File: src/rtl/ref_ramp_sequencer.sv
// Setpoint sequencer: decodes the FSM action into a target and slews ref_out toward it
// once per divided control tick, with a latched emergency-stop fault.
module ref_ramp_sequencer #(
   parameter int                 SAMPLE_DIV = 100,
   parameter int                 STEP       = 50,
   parameter logic signed [15:0] WALK_REF   = 16'sd1000,
   parameter logic signed [15:0] TURN_REF   = -16'sd500
) (
   input  logic               clk,
   input  logic               rst,
   input  logic [2:0]         action_in,
   input  logic               estop,
   input  logic               fault_clr,
   output logic signed [15:0] ref_out,
   output logic               tick,
   output logic               settled,
   output logic [1:0]         state_out
);

   localparam int CW = $clog2(SAMPLE_DIV);
   localparam logic signed [16:0] STEP_W = 17'(STEP);
   localparam logic signed [15:0] STEP_N = 16'(STEP);

   typedef enum logic [1:0] {
      IDLE  = 2'd0,
      RAMP  = 2'd1,
      HOLD  = 2'd2,
      FAULT = 2'd3
   } state_t;

   state_t             state_q;
   logic [CW-1:0]      cnt_q;
   logic signed [15:0] ref_q;
   logic               tick_q;

   logic               tick_edge;
   logic signed [15:0] tgt_d;
   logic signed [15:0] step_d;
   logic signed [16:0] diff;
   logic signed [16:0] mag;

   assign tick_edge = (cnt_q == CW'(SAMPLE_DIV - 1));

   // The target is the live decode; it only takes effect on tick edges below.
   always_comb begin
      tgt_d = 16'sd0;
      case (action_in)
         3'b001:  tgt_d = WALK_REF;
         3'b010:  tgt_d = TURN_REF;
         default: tgt_d = 16'sd0;
      endcase
      diff = {tgt_d[15], tgt_d} - {ref_q[15], ref_q};
      mag  = diff[16] ? -diff : diff;
      if (mag <= STEP_W) begin
         step_d = tgt_d;
      end else if (diff[16]) begin
         step_d = ref_q - STEP_N;
      end else begin
         step_d = ref_q + STEP_N;
      end
   end

   always_ff @(posedge clk or posedge rst) begin
      if (rst) begin
         cnt_q   <= '0;
         tick_q  <= 1'b0;
         ref_q   <= 16'sd0;
         state_q <= IDLE;
      end else begin
         cnt_q  <= tick_edge ? '0 : cnt_q + CW'(1);
         tick_q <= tick_edge;
         if (estop) begin
            state_q <= FAULT;
            ref_q   <= 16'sd0;
         end else begin
            case (state_q)
               FAULT: begin
                  if (fault_clr) state_q <= IDLE;
               end
               IDLE: begin
                  if (tick_edge && tgt_d != 16'sd0) begin
                     state_q <= RAMP;
                     ref_q   <= step_d;
                  end
               end
               RAMP: begin
                  if (tick_edge) begin
                     ref_q <= step_d;
                     // Reaching zero returns to IDLE; a reversal passes through zero in RAMP.
                     if (step_d == tgt_d) state_q <= (tgt_d != 16'sd0) ? HOLD : IDLE;
                  end
               end
               HOLD: begin
                  if (tick_edge && tgt_d != ref_q) begin
                     state_q <= RAMP;
                     ref_q   <= step_d;
                  end
               end
               default: state_q <= IDLE;
            endcase
         end
      end
   end

   assign ref_out   = ref_q;
   assign tick      = tick_q;
   assign state_out = state_q;
   assign settled   = (state_q == IDLE) || (state_q == HOLD);

endmodule

File: config.mk
export PLATFORM = sky130hd
export DESIGN_NAME = ref_ramp_sequencer
export DESIGN_NICKNAME = d
export VERILOG_FILES = /design/src/rtl/ref_ramp_sequencer.sv
export SDC_FILE = /design/constraint.sdc
export NUM_CORES = 1
export LEC_CHECK = 0
export ABC_CLOCK_PERIOD_IN_PS = 6600
export CAP_MARGIN = 20
export CORE_ASPECT_RATIO = 0.7
export CORE_MARGIN = 2
export CORE_UTILIZATION = 60
export CTS_CLUSTER_SIZE = 14
export DETAILED_ROUTE_END_ITERATION = 10
export GPL_TIMING_DRIVEN = 1
export PLACE_DENSITY_LB_ADDON = 0.05
export SYNTH_ARGS = -nofsm -noshare
export SYNTH_HDL_FRONTEND = slang
export SYNTH_SLANG_ARGS = --single-unit
export TNS_END_PERCENT = 30
File: constraint.sdc
create_clock -name clk -period 6.6 [get_ports clk]
set_input_delay 1.98 -clock clk [delete_from_list [all_inputs] [get_ports clk]]
set_output_delay 1.98 -clock clk [all_outputs]
set_load 0.03 [all_outputs]
# Word level (Yosys, flattened, before mapping)
# Index checks and enable logic that the tools add are counted.
[word_totals]
elab_cells = 49
mem_bits_ro = 0
mem_count = 0
mem_bits_rw = 0
ff_bits = 26
latch_bits = 0
input_bits = 7
[op_classes]
shifts = 0
reduce_logical = 8
multipliers = 0
eq_ne = 13
order_cmp = 1
bitwise_logic = 0
add_sub_neg = 5
n_mux = 18
n_div = 0
[ops]
columns = ["operator", "count"]
rows = [
  ["2-to-1 mux 16 bit", 6],
  ["one-hot mux 16 bit (3 select lines)", 1],
  ["one-hot mux 16 bit (2 select lines)", 1],
  ["less-or-equal comparator 17 x 7 -> 1 bit, second input constant", 1],
  ["2-to-1 mux 17 bit", 1],
  ["negator 17 bit", 1],
  ["subtractor 16 x 16 -> 17 bit", 1],
  ["adder 16 x 7 -> 16 bit, second input constant", 1],
  ["== test 16 bit", 1],
  ["inequality test 16 bit", 1],
  ["nonzero test 16 bit", 1],
  ["subtractor 16 x 7 -> 16 bit, second input constant", 1],
  ["inequality test 3 bit, second input constant", 5],
  ["2-to-1 mux 2 bit", 7],
  ["one-hot mux 2 bit (4 select lines)", 1],
  ["adder 7 x 1 -> 7 bit, second input constant", 1],
  ["== test 7 bit, second input constant", 1],
  ["2-to-1 mux 7 bit", 1],
  ["AND reduction 5 bit", 1],
  ["== test 2 bit, second input constant", 2],
  ["AND reduction 4 bit", 1],
  ["nonzero test 4 bit", 1],
  ["== test 3 x 1 -> 1 bit, second input constant", 1],
  ["== test 3 x 2 -> 1 bit, second input constant", 1],
  ["4 further kinds", 5],
]

# Longest topological paths before layout
# Gate-level depths: netlist of the first run.
[logic_depth]
depth_word = 12
depth_mapped = 25

# Worst setup path after synthesis of the first run
# OpenSTA, ideal clock, no wires.
[synth_timing]
path_kind = "input port to flip-flop"
from = "in action_in[0]"
to = "reg state_q[0] (netlist: state_out[0])"
arrival_ns = 6.806
path_buffers = 2
setup_slack_ns = -0.302
cell_stages = 21
t_required_ns = 6.504
cell_sequence = "or3b_2 inv_1 ha_1 buf_4 a21o_1 a31o_2 a211oi_1 o32a_1 buf_4 inv_1 ha_1 and2_1 a311oi_1 a211oi_1 o31ai_1 a311oi_1 or4_1 mux2i_1 o211a_1 nor3_2 a311oi_2"
[synth_via]
elab_chain_len = 10
word_cells_on_any_way = 18
cone_classes = "2 x add/sub; 1 x order compare; 7 x eq/ne; 4 x mux; 4 x reduce/logical"
[synth_lines]
columns = ["element", "line_no", "source"]
rows = [
  ["start: declaration", "11", "input logic [2:0] action_in,"],
  ["== test 3 x 2 -> 1 bit / == test 3 x 1 -> 1 bit (equally long branches)", "47", "case (action_in)"],
  ["one-hot mux 16 bit (2 select lines) (*)", "47", ""],
  ["subtractor 16 x 16 -> 17 bit", "52", "diff = {tgt_d[15], tgt_d} - {ref_q[15], ref_q};"],
  ["negator 17 bit", "53", "mag = diff[16] ? -diff : diff;"],
  ["2-to-1 mux 17 bit", "53", ""],
  ["less-or-equal comparator 17 x 7 -> 1 bit", "54", "if (mag <= STEP_W) begin"],
  ["2-to-1 mux 16 bit", "54", ""],
  ["== test 16 bit", "90", "if (step_d == tgt_d) state_q <= (tgt_d != 16'sd0) ? HOLD : IDLE;"],
  ["inequality test 3 bit (no source line)", "-", ""],
  ["AND reduction 5 bit (no source line) (*)", "-", ""],
  ["end signal: assignment", "90", ""],
  ["end: declaration", "31", "state_t state_q;"],
]
# Mark *: on every way between the ends. The rest lies on a longest branch, timed or not.
# A chain may end at the register's enable or synchronous reset.

# Worst setup path after layout of the first run
# Ends and elaborated chain as after synthesis.

==> impl_summary.txt, run 1 <==
----------------------------------------------------
[Status]
  Result of the run ... finished, violations left
  Failing checks ... negative setup slack

[STA]
  Period minus WS final ... 6775 ps
  Final period util ... 1.027
  Final hold violation count ... 0
  Slew of the pin with the lowest slew margin ... ~660 ps
  Achievable frequency ... around 150 MHz
  Final Max Slew Viols ... 0
  Final worst setup slack ... -175.2 ps
  Setup violators final ... 16
  Worst slack on hold paths ... 498.4 ps
  Final worst clock skew ... a little over 7 ps
  Worst slew slack as a fraction of its limit ... 0.5564

[Synth]
  Yosys warning total ... 0
  Number of synthesized register bits ... 26
  Async set-reset flop share out of synthesis ... 1.000
  Post-synth net total ... around 500
  Number of flops mapped to enable cells by yosys ... 0
  Sequential element share of the synthesized area ... 0.1822
  Synth cell types ... 76
  Mapped Avg Cell Area ... between 7 and 8 um^2
  Cell area after technology mapping ... roughly 3600 um^2
  Cells after Synth ... between 400 and 500
  Area share of the largest cell type after synthesis ... 0.1822
  Synth top area cells ... sky130_fd_sc_hd__dfrtp_1, sky130_fd_sc_hd__ha_1, sky130_fd_sc_hd__nand2_1, sky130_fd_sc_hd__nor2_1, sky130_fd_sc_hd__o211ai_1
  Cell taking the most area after synthesis ... sky130_fd_sc_hd__dfrtp_1
  Most used DFF post-synth ... sky130_fd_sc_hd__dfrtp_1

[Critical path]
  Largest delay contributor family on the critical path ... compound AO/OA/AOI/OAI gates
  Top fanout value on the critical path ... 6
  Largest stage delay on the critical path ... roughly 450 ps
  Crit path cell chain ... clkdlybuf4s50_1 -> or3b_4 -> inv_6 -> buf_6 -> ha_1 -> nand2_2 -> nor2_1 -> o32a_1 -> buf_4 -> buf_6 -> ha_4 -> nor2b_2 -> o31a_1 -> o211ai_1 -> a21oi_2 -> o31a_1 -> buf_4 -> xor2_2 -> inv_2 -> nor4_2 -> o211a_1 -> o311a_1 -> a311oi_2
  Arrival @ worst endpoint ... around 7000 ps
  Req. time, crit path ... between 6000 and 7000 ps
  Worst Path Buf+Inv ... 7
  Kind of start point of the critical path ... primary input
  Critical path class ... in -> reg
  CP max stage cell ... sky130_fd_sc_hd__clkdlybuf4s50_1
  Setup crit end kind ... flop

[Route]
  Vias after detailed routing ... 4,486
  Remaining number of nets flagged by the antenna check after routing ... 0
  Total Routed Length ... around 14 mm
  Drt first pass iters ... 5
  Number of DRC violations after detailed-routing iteration 0 ... around 620
  Via-to-Cell Ratio ... between 7 and 8
  # DRC ... 0
  Post-DR wirelength/cell ... 22.64 um

[Final layout]
  Post-Route Utilization ... 0.8814
  Signed area change from the synthesized netlist to the final layout ... 41.35%
  Total number of nets in the final design ... approximately 600
  Final std cells w/o fill ... 636
  Count of inserted antenna diode cells ... 0
  Layout cell share with drive strength beyond 1 ... 0.3173
  Highest-count cells in the layout ignoring fill and taps ... sky130_fd_sc_hd__buf_4, sky130_fd_sc_hd__nand2_1, sky130_fd_sc_hd__nor2_1
  Post-route cell area ... between 5000 and 6000 um^2
  Most common cell after layout, fill and taps aside ... sky130_fd_sc_hd__buf_4

[Clocking]
  Maximum number of buffers from clock root to sink ... 2
  CTS sink cnt ... 26
  Clock latency of the later-clocked register in the worst-skew pair ... ~290 ps
  Number of buffers created by CTS ... 3
  Root buffer selected by CTS ... sky130_fd_sc_hd__clkbuf_8
  # H-tree levels ... 1
  Hold-fix buffer count after cts ... 0
  TritonCTS clock tree ... done
  Clock transition at the registers of the reported paths ... 100 ps

[Global route]
  Number of antenna violations at the first check in global routing ... 0
  GR Util All Layers ... 0.3550
  Wire length of the first global-routing pass ... 18.17 mm
  Via count of the first global-routing pass ... roughly 3,800
  Pin count of the biggest net entering global routing ... 27
  Remaining global-route overflow ... 0

[Floorplanning]
  Placeable Area ... between 5000 and 6000 um^2
  Die H ... around 70 um
  Count of standard-cell rows ... 23
  Effective utilization at floorplan ... 0.6236
  Count of boundary I/O pins ... 27
  Die ar. ... ~6600 um^2
  Die Span X ... between 90 and 100 um

[Placement]
  DPL Wire Length ... approximately 9.0 mm
  Placer's final routability congestion estimate ... 1.022
  Instance count after placement with tap cells included ... between 600 and 700
  Placed Instance Area ... ~4500 um^2
  Port-buffer cells ... 26

[Job]
  Maximum capacitance violations ... 0

[Hold path]
  Hold Crit Class ... reg -> reg

----------------------------------------------------
state kept, by name, indices dropped and copies added (netlist names):
register and flops:
cnt_q 7, ref_out 16, state_out 2, tick 1
cell type report:
cell class / count / area (um^2)
multi-input combinational: 373 / 3059
timing repair buffer: 127 / 1051
fill: 274 / 679.4
sequential: 26 / 650.6
inverter: 31 / 121.4
tap: 75 / 93.84
clock buffer: 3 / 41.29
clock inverter: 1 / 30.03
Yosys cell counts (all sizes together), types with 4 or more instances:
library cell,n
nor4,9
o211ai,18
nand2b,7
mux2i,8
ha,33
a21o,12
and2,9
and3,5
buf,11
nand3,17
nor3,13
inv,31
or2,4
dfrtp,26
nand4,8
nor2,37
nand2,37
clkbuf,6
o211a,4
o31ai,6
xnor2,12
a311oi,4
xor2,11
o21ai,21
o21a,6
a211oi,11
or4,5
a21oi,23
nor2b,5
repair_timing:
item	4_1_cts	5_1_grt
resized for setup	4	50
setup buffers	2	10
endpoints found under the setup margin	2	13
pin swaps	6	26
logic make-up (layout without fill, tap and decap cells):
family,Yosys count,after routing,synth area share
compound gates,134,134,0.2810
simple gates,174,174,0.2751
fa+ha+maj,34,34,0.1212
flops,26,26,0.1822
xor+xnor,23,23,0.05641
mux,8,8,0.02243
buf+inv,48,162,0.06167
final timing paths:
check / from / endpoint / slack (ps) / cells past startpoint
max reg2reg: ref_out[1]$_DFFE_PP0P_ / state_out[0]$_DFFE_PP0P_ / 1660 / 21
min reg2reg: cnt_q[0]$_DFF_PP0_ / cnt_q[0]$_DFF_PP0_ / 500 / 1
max in group asynchronous: rst / ref_out[4]$_DFFE_PP0P_ / 4290 / 3
min: cnt_q[0]$_DFF_PP0_ / cnt_q[0]$_DFF_PP0_ / 500 / 1
max: action_in[0] / state_out[0]$_DFFE_PP0P_ / -180 / 23
min in group asynchronous: rst / ref_out[14]$_DFFE_PP0P_ / 1920 / 2
worst register-to-register path, cell delays in order (launching register included):
cell and delay (ps):
sky130_fd_sc_hd__dfrtp_1 660, sky130_fd_sc_hd__inv_1 180, sky130_fd_sc_hd__ha_1 350, sky130_fd_sc_hd__a211oi_2 300
sky130_fd_sc_hd__nor3_2 90, sky130_fd_sc_hd__nor2_1 140, sky130_fd_sc_hd__o32a_1 190, sky130_fd_sc_hd__buf_4 130
sky130_fd_sc_hd__buf_6 100, sky130_fd_sc_hd__ha_4 190, sky130_fd_sc_hd__nor2b_2 150, sky130_fd_sc_hd__o31a_1 340
sky130_fd_sc_hd__o211ai_1 330, sky130_fd_sc_hd__a21oi_2 130, sky130_fd_sc_hd__o31a_1 310, sky130_fd_sc_hd__buf_4 170
sky130_fd_sc_hd__xor2_2 160, sky130_fd_sc_hd__inv_2 70, sky130_fd_sc_hd__nor4_2 40, sky130_fd_sc_hd__o211a_1 290
sky130_fd_sc_hd__o311a_1 380, sky130_fd_sc_hd__a311oi_2 170
metrics by stage:
step                worst slack (ps)  setup TNS [ps]
floorplan                      34.60               0
global placement              -281.0          -517.4
detailed placement            -446.0           -1545
CTS                           0.2864               0
global route                  -277.0           -3079
finish                        -175.2          -684.6
layer usage:
layer / global-route usage / share of wire
met4: 0.06607 / 0.054
met1: 0.5239 / 0.40
met2: 0.5677 / 0.43
met5: 0 / 0
met3: 0.03804 / 0.11
Power of run 1 is not shown: default switching activity piles up to over one toggle a cycle in this logic, so the estimate is an artifact.
==> run 2: changes to the inputs <==
--- a/config.mk
+++ b/config.mk
@@ -12,6 +12,7 @@
 export CORE_UTILIZATION = 60
 export CTS_CLUSTER_SIZE = 14
 export DETAILED_ROUTE_END_ITERATION = 10
+export GPL_ROUTABILITY_DRIVEN = 0
 export GPL_TIMING_DRIVEN = 1
 export PLACE_DENSITY_LB_ADDON = 0.05
 export SYNTH_ARGS = -nofsm -noshare
==> impl_summary.txt, run 2 (synthesis results as in run 1) <==
----------------------------------------------------
[Floorplanning]
  Effective utilization at floorplan ... 0.6236
  Die H ... just under 70 um
  Die ar. ... ~6600 um^2
  Placeable Area ... 5727 um^2
  Count of standard-cell rows ... 23
  Count of boundary I/O pins ... 27
  Die Span X ... 96.21 um

[Job]
  Maximum capacitance violations ... 0

[Critical path]
  End of the worst register-to-register path ... state_out[0]$_DFFE_PP0P_
  Top fanout value on the critical path ... 11
  Arrival @ worst endpoint ... 6580 ps
  Setup crit end kind ... flop
  Critical register-to-register path startpoint ... ref_out[1]$_DFFE_PP0P_
  Worst setup slack for register-to-register paths ... 1800 ps
  FF-to-FF path depth ... 18
  Critical path class ... in -> reg
  Kind of start point of the critical path ... primary input
  Req. time, crit path ... 6790 ps

[STA]
  Final hold violation count ... 0
  Setup violators final ... 0
  Slew of the pin with the lowest slew margin ... between 600 and 700 ps
  Worst slew slack as a fraction of its limit ... 0.5674
  Period minus WS final ... approximately 6400 ps
  Achievable frequency ... 156.6 MHz
  RSZ-0062 raised after global routing ... false
  Final period util ... 0.9677
  Final worst clock skew ... 8.139 ps
  Final Max Slew Viols ... 0
  Final worst setup slack ... around 210 ps
  Total negative slack ... 0 ps

[Clocking]
  Number of buffers created by CTS ... 3
  # H-tree levels ... 1
  Clock transition at the registers of the reported paths ... roughly 100 ps
  Root buffer selected by CTS ... sky130_fd_sc_hd__clkbuf_8
  CTS sink cnt ... 26
  TritonCTS clock tree ... done
  Maximum number of buffers from clock root to sink ... 2
  Clock latency of the later-clocked register in the worst-skew pair ... 280 ps

[Global route]
  Number of antenna violations at the first check in global routing ... 0
  Wire length of the first global-routing pass ... roughly 19 mm
  Via count of the first global-routing pass ... just under 4,000
  GR Util All Layers ... 0.3792
  Remaining global-route overflow ... 0
  Pin count of the biggest net entering global routing ... 27

[Route]
  Vias after detailed routing ... 4,229
  Total Routed Length ... approximately 13 mm
  # DRC ... 0
  Drt first pass iters ... 5
  Number of DRC violations after detailed-routing iteration 0 ... between 400 and 500
  Post-DR wirelength/cell ... about 20 um
  Remaining number of nets flagged by the antenna check after routing ... 0
  Via-to-Cell Ratio ... slightly below 7

[Final layout]
  Signed area change from the synthesized netlist to the final layout ... 34.83%
  Most common cell after layout, fill and taps aside ... sky130_fd_sc_hd__buf_4
  Layout cell share with drive strength beyond 1 ... 0.2731
  Post-route cell area ... ~4800 um^2
  Highest-count cells in the layout ignoring fill and taps ... sky130_fd_sc_hd__buf_4, sky130_fd_sc_hd__nor2_1, sky130_fd_sc_hd__nand2_1
  Count of inserted antenna diode cells ... 0
  Max reg flops ... 16
  Total number of nets in the final design ... 595

[Placement]
  Port-buffer cells ... 26
  DPL Wire Length ... between 9 and 10 mm
  Worst Setup Slack post-DPL ... -433.3 ps
  Placed Instance Area ... approximately 4500 um^2

[Status]
  Result of the run ... complete, no violations

[Hold path]
  End of the worst hold path ... cnt_q[0]$_DFF_PP0_
  Number of cells on the worst hold path ... 1
  Startpoint of the lowest-slack hold path ... cnt_q[0]$_DFF_PP0_
  Hold Crit Class ... reg -> reg

----------------------------------------------------
## run 2: cell count changes in the layout (fill, tap and decap cells not counted), sizes merged
cell,change
buf,-8
clkdlybuf4s50,-1
dlymetal6s2s,+1
## run 2: worst max path at each step
| stage | from | to | slack (ps) | cells after the start |
|---|---|---|---|---|
| 2_1_floorplan | action_in[0] | state_out[0]$_DFFE_PP0P_ | 30 | 21 |
| 3_3_place_gp | action_in[1] | state_out[0]$_DFFE_PP0P_ | -230 | 20 |
| 3_5_place_dp | action_in[1] | state_out[0]$_DFFE_PP0P_ | -430 | 21 |
| 4_1_cts | action_in[1] | state_out[0]$_DFFE_PP0P_ | 20 | 20 |
| 5_1_grt | action_in[2] | state_out[0]$_DFFE_PP0P_ | 2 | 24 |
| 6_report | action_in[2] | state_out[0]$_DFFE_PP0P_ | 210 | 22 |
## run 2: worst max-delay path, stage by stage
cell and delay [ps]:
sky130_fd_sc_hd__dlymetal6s2s_1 130, sky130_fd_sc_hd__or3b_4 430, sky130_fd_sc_hd__inv_6 110, sky130_fd_sc_hd__nor2_1 70, sky130_fd_sc_hd__inv_1 140, sky130_fd_sc_hd__ha_1 230, sky130_fd_sc_hd__nor2_1 90, sky130_fd_sc_hd__nor3_2 250
sky130_fd_sc_hd__nor2_1 90, sky130_fd_sc_hd__o32a_1 270, sky130_fd_sc_hd__buf_4 170, sky130_fd_sc_hd__buf_4 180, sky130_fd_sc_hd__ha_2 390, sky130_fd_sc_hd__nand3_1 170, sky130_fd_sc_hd__a211oi_4 350, sky130_fd_sc_hd__o31ai_4 110
sky130_fd_sc_hd__buf_4 150, sky130_fd_sc_hd__xnor2_1 410, sky130_fd_sc_hd__nor4_1 100, sky130_fd_sc_hd__o211a_1 270, sky130_fd_sc_hd__o311a_1 320, sky130_fd_sc_hd__a311oi_2 180
## run 2: area by class of cell
type,instances,area (um^2)
clock buffer,3,41.29
inverter,31,121.4
multi-input combinational,373,2892
fill,330,912.1
tap,75,93.84
sequential,26,650.6
timing repair buffer,119,985.9
clock inverter,1,30.03
## run 2: repair_timing
item | CTS | global route
hold buffers | 0 | 0
gates cloned | 0 | 0
endpoints found under the setup margin | 2 | 4
gates resized for setup | 7 | 25
pin swaps | 5 | 16
setup buffers | 3 | 5
## run 2: per-layer routing
layer	wire length (um)	GRT usage
met1	5297	0.5253
met2	5700	0.6042
met3	1495	0.08152
met4	318	0.1000
met5	0	0
## run 2: stage by stage
step / std cells / hold slack (ps) / util
floorplan: 447 / 454.9 / -
global placement: 615 / 477.5 / 0.7806
detailed placement: 615 / 481.4 / 0.7806
CTS: 622 / 492.5 / 0.8027
global route: 628 / 547.4 / 0.8407
finish: 628 / 506.4 / 0.8407
Power of run 2 is left out for the same reason.
==> run 3: changes to the inputs <==
--- a/config.mk
+++ b/config.mk
@@ -5,7 +5,7 @@
 export SDC_FILE = /design/constraint.sdc
 export NUM_CORES = 1
 export LEC_CHECK = 0
-export ABC_CLOCK_PERIOD_IN_PS = 6600
+export ABC_CLOCK_PERIOD_IN_PS = 7850
 export CAP_MARGIN = 20
 export CORE_ASPECT_RATIO = 0.7
 export CORE_MARGIN = 2
==> constraint.sdc (replaced) <==
create_clock -name clk -period 7.85 [get_ports clk]
set_input_delay 2.355 -clock clk [delete_from_list [all_inputs] [get_ports clk]]
set_output_delay 2.355 -clock clk [all_outputs]
set_load 0.03 [all_outputs]
==> impl_summary.txt, run 3 (synthesis results as in run 1) <==
----------------------------------------------------
[Status]
  Result of the run ... complete, no violations

[Clocking]
  Clock transition at the registers of the reported paths ... roughly 90 ps
  Hold-fix buffer count after cts ... 0
  Root buffer selected by CTS ... sky130_fd_sc_hd__clkbuf_8
  CTS sink cnt ... 26
  # H-tree levels ... 1
  Clock latency of the later-clocked register in the worst-skew pair ... 280 ps
  TritonCTS clock tree ... done
  Number of buffers created by CTS ... 3
  Maximum number of buffers from clock root to sink ... 2

[STA]
  Achievable frequency ... about 130 MHz
  Final worst clock skew ... approximately 2.7 ps
  Final Max Slew Viols ... 0
  Final period util ... 0.9775
  Worst slew slack as a fraction of its limit ... 0.4613
  Total negative slack ... 0 ps
  Setup violators final ... 0
  Slew of the pin with the lowest slew margin ... around 810 ps
  Final hold violation count ... 0
  Period minus WS final ... between 7000 and 8000 ps

[Route]
  Via-to-Cell Ratio ... 6.613
  Post-DR wirelength/cell ... around 18 um
  Number of DRC violations after detailed-routing iteration 0 ... between 300 and 400
  Remaining number of nets flagged by the antenna check after routing ... 0
  Total Routed Length ... approximately 9.7 mm
  # DRC ... 0
  Drt first pass iters ... 5
  Vias after detailed routing ... between 3,000 and 4,000

[Critical path]
  Req. time, crit path ... around 8000 ps
  Largest stage delay on the critical path ... ~530 ps
  Critical path class ... in -> reg
  Setup crit end kind ... flop
  Top fanout value on the critical path ... 9
  Crit path cell chain ... clkdlybuf4s50_1 -> or3b_2 -> clkinvlp_4 -> ha_1 -> a21o_1 -> a31o_2 -> a211oi_1 -> o32a_1 -> inv_1 -> ha_1 -> and2_1 -> a311oi_2 -> a211oi_1 -> nor3_1 -> xor2_1 -> or4_1 -> mux2i_1 -> o211a_1 -> nor3_2 -> a311oi_2
  Arrival @ worst endpoint ... 7870 ps
  Kind of start point of the critical path ... primary input
  Largest delay contributor family on the critical path ... compound AO/OA/AOI/OAI gates
  CP max stage cell ... sky130_fd_sc_hd__or4_1
  Worst Path Buf+Inv ... 3

[Floorplanning]
  Count of standard-cell rows ... 23
  Die ar. ... 6594 um^2
  Count of boundary I/O pins ... 27
  Effective utilization at floorplan ... 0.6236
  Die H ... between 60 and 70 um
  Placeable Area ... between 5000 and 6000 um^2
  Die Span X ... a little under 100 um

[Final layout]
  Highest-count cells in the layout ignoring fill and taps ... sky130_fd_sc_hd__nor2_1, sky130_fd_sc_hd__nand2_1, sky130_fd_sc_hd__ha_1
  Area of combinational cells with multiple inputs ... between 2000 and 3000 um^2
  Count of inserted antenna diode cells ... 0
  Sequential cell area ... 650.6 um^2
  Signed area change from the synthesized netlist to the final layout ... 11.98%
  Post-route cell area ... 3999 um^2
  Max reg flops ... 16
  Total number of nets in the final design ... 510
  Layout cell share with drive strength beyond 1 ... 0.09615
  Layout filler cell count ... 480

[Placement]
  DPL Wire Length ... 7.518 mm
  Port-buffer cells ... 26
  Placed Instance Area ... between 3000 and 4000 um^2

[Global route]
  Via count of the first global-routing pass ... between 3,000 and 4,000
  Pin count of the biggest net entering global routing ... 27
  Number of antenna violations at the first check in global routing ... 0
  Remaining global-route overflow ... 0
  GR Util All Layers ... 0.3052
  Wire length of the first global-routing pass ... between 15 and 20 mm

[Hold path]
  Hold Crit Class ... reg -> reg

[Job]
  Maximum capacitance violations ... 0

----------------------------------------------------
run 3: cell count changes in the layout (fill, tap and decap cells not counted), moves of 4 or more:
cell / before / now
sky130_fd_sc_hd__nor3_2: 5 / 1
sky130_fd_sc_hd__ha_4: 5 / 0
sky130_fd_sc_hd__buf_4: 92 / 7
sky130_fd_sc_hd__nor3_1: 8 / 12
sky130_fd_sc_hd__ha_1: 27 / 33
sky130_fd_sc_hd__a211oi_1: 7 / 11
run 3: final timing paths:
| path | depth (start not counted) | slack [ps] | end | startpoint |
|---|---|---|---|---|
| max | 20 | 180 | state_out[0]$_DFFE_PP0P_ | action_in[1] |
| min | 1 | 500 | cnt_q[0]$_DFF_PP0_ | cnt_q[0]$_DFF_PP0_ |
| max reg2reg | 18 | 2840 | state_out[0]$_DFFE_PP0P_ | ref_out[1]$_DFFE_PP0P_ |
| min reg2reg | 1 | 500 | cnt_q[0]$_DFF_PP0_ | cnt_q[0]$_DFF_PP0_ |
| max in group asynchronous | 3 | 5160 | ref_out[12]$_DFFE_PP0P_ | rst |
| min in group asynchronous | 2 | 2290 | cnt_q[4]$_DFF_PP0_ | rst |
run 3: worst reg2reg max path, cell delays in order (launching register included):
cell and delay [ps]:
sky130_fd_sc_hd__dfrtp_1 620, sky130_fd_sc_hd__inv_1 160, sky130_fd_sc_hd__ha_1 330, sky130_fd_sc_hd__a211oi_1 390, sky130_fd_sc_hd__nor3_1 160, sky130_fd_sc_hd__nor2_1 110
sky130_fd_sc_hd__o32a_1 250, sky130_fd_sc_hd__inv_1 100, sky130_fd_sc_hd__ha_1 360, sky130_fd_sc_hd__and2_1 200, sky130_fd_sc_hd__a311oi_2 330, sky130_fd_sc_hd__a211oi_1 170
sky130_fd_sc_hd__nor3_1 300, sky130_fd_sc_hd__xor2_1 200, sky130_fd_sc_hd__or4_1 530, sky130_fd_sc_hd__mux2i_1 170, sky130_fd_sc_hd__o211a_1 220, sky130_fd_sc_hd__nor3_2 70
sky130_fd_sc_hd__a311oi_2 280
run 3: layout make-up:
cell class,instances,share of cell area
multi-input cells,373,0.6808
flip-flops and latches,26,0.1627
repair buffers,34,0.08511
inverters,31,0.03004
well taps,75,0.02347
clock buffers,3,0.01033
clock inverters,1,0.007509
run 3: stage by stage:
step	setup WS (ps)	hold WS [ps]	util	instances
after floorplan	573.5	454.9	-	447
after global placement	31.81	478.3	0.6773	538
after detailed placement	-253.4	483.7	0.6773	538
after CTS	25.54	497.2	0.6898	542
after global routing	-30.05	523.8	0.6983	543
final	176.7	499.9	0.6983	543
run 3: metal layers:
layer	GRT usage	up-vias	part of all wire
met1	0.4579	1710	0.50
met3	0.05543	10	0.080
met2	0.4531	146	0.41
li1	-	1725	-
met5	0	-	0
met4	0.07143	0	0.012
run 3: what timing repair did:
| action | in CTS | in global routing |
|---|---|---|
| resized for setup | 0 | 4 |
| buffers inserted | 0 | 0 |
| endpoints found under the setup margin | 0 | 2 |
Power of run 3 is left out for the same reason.
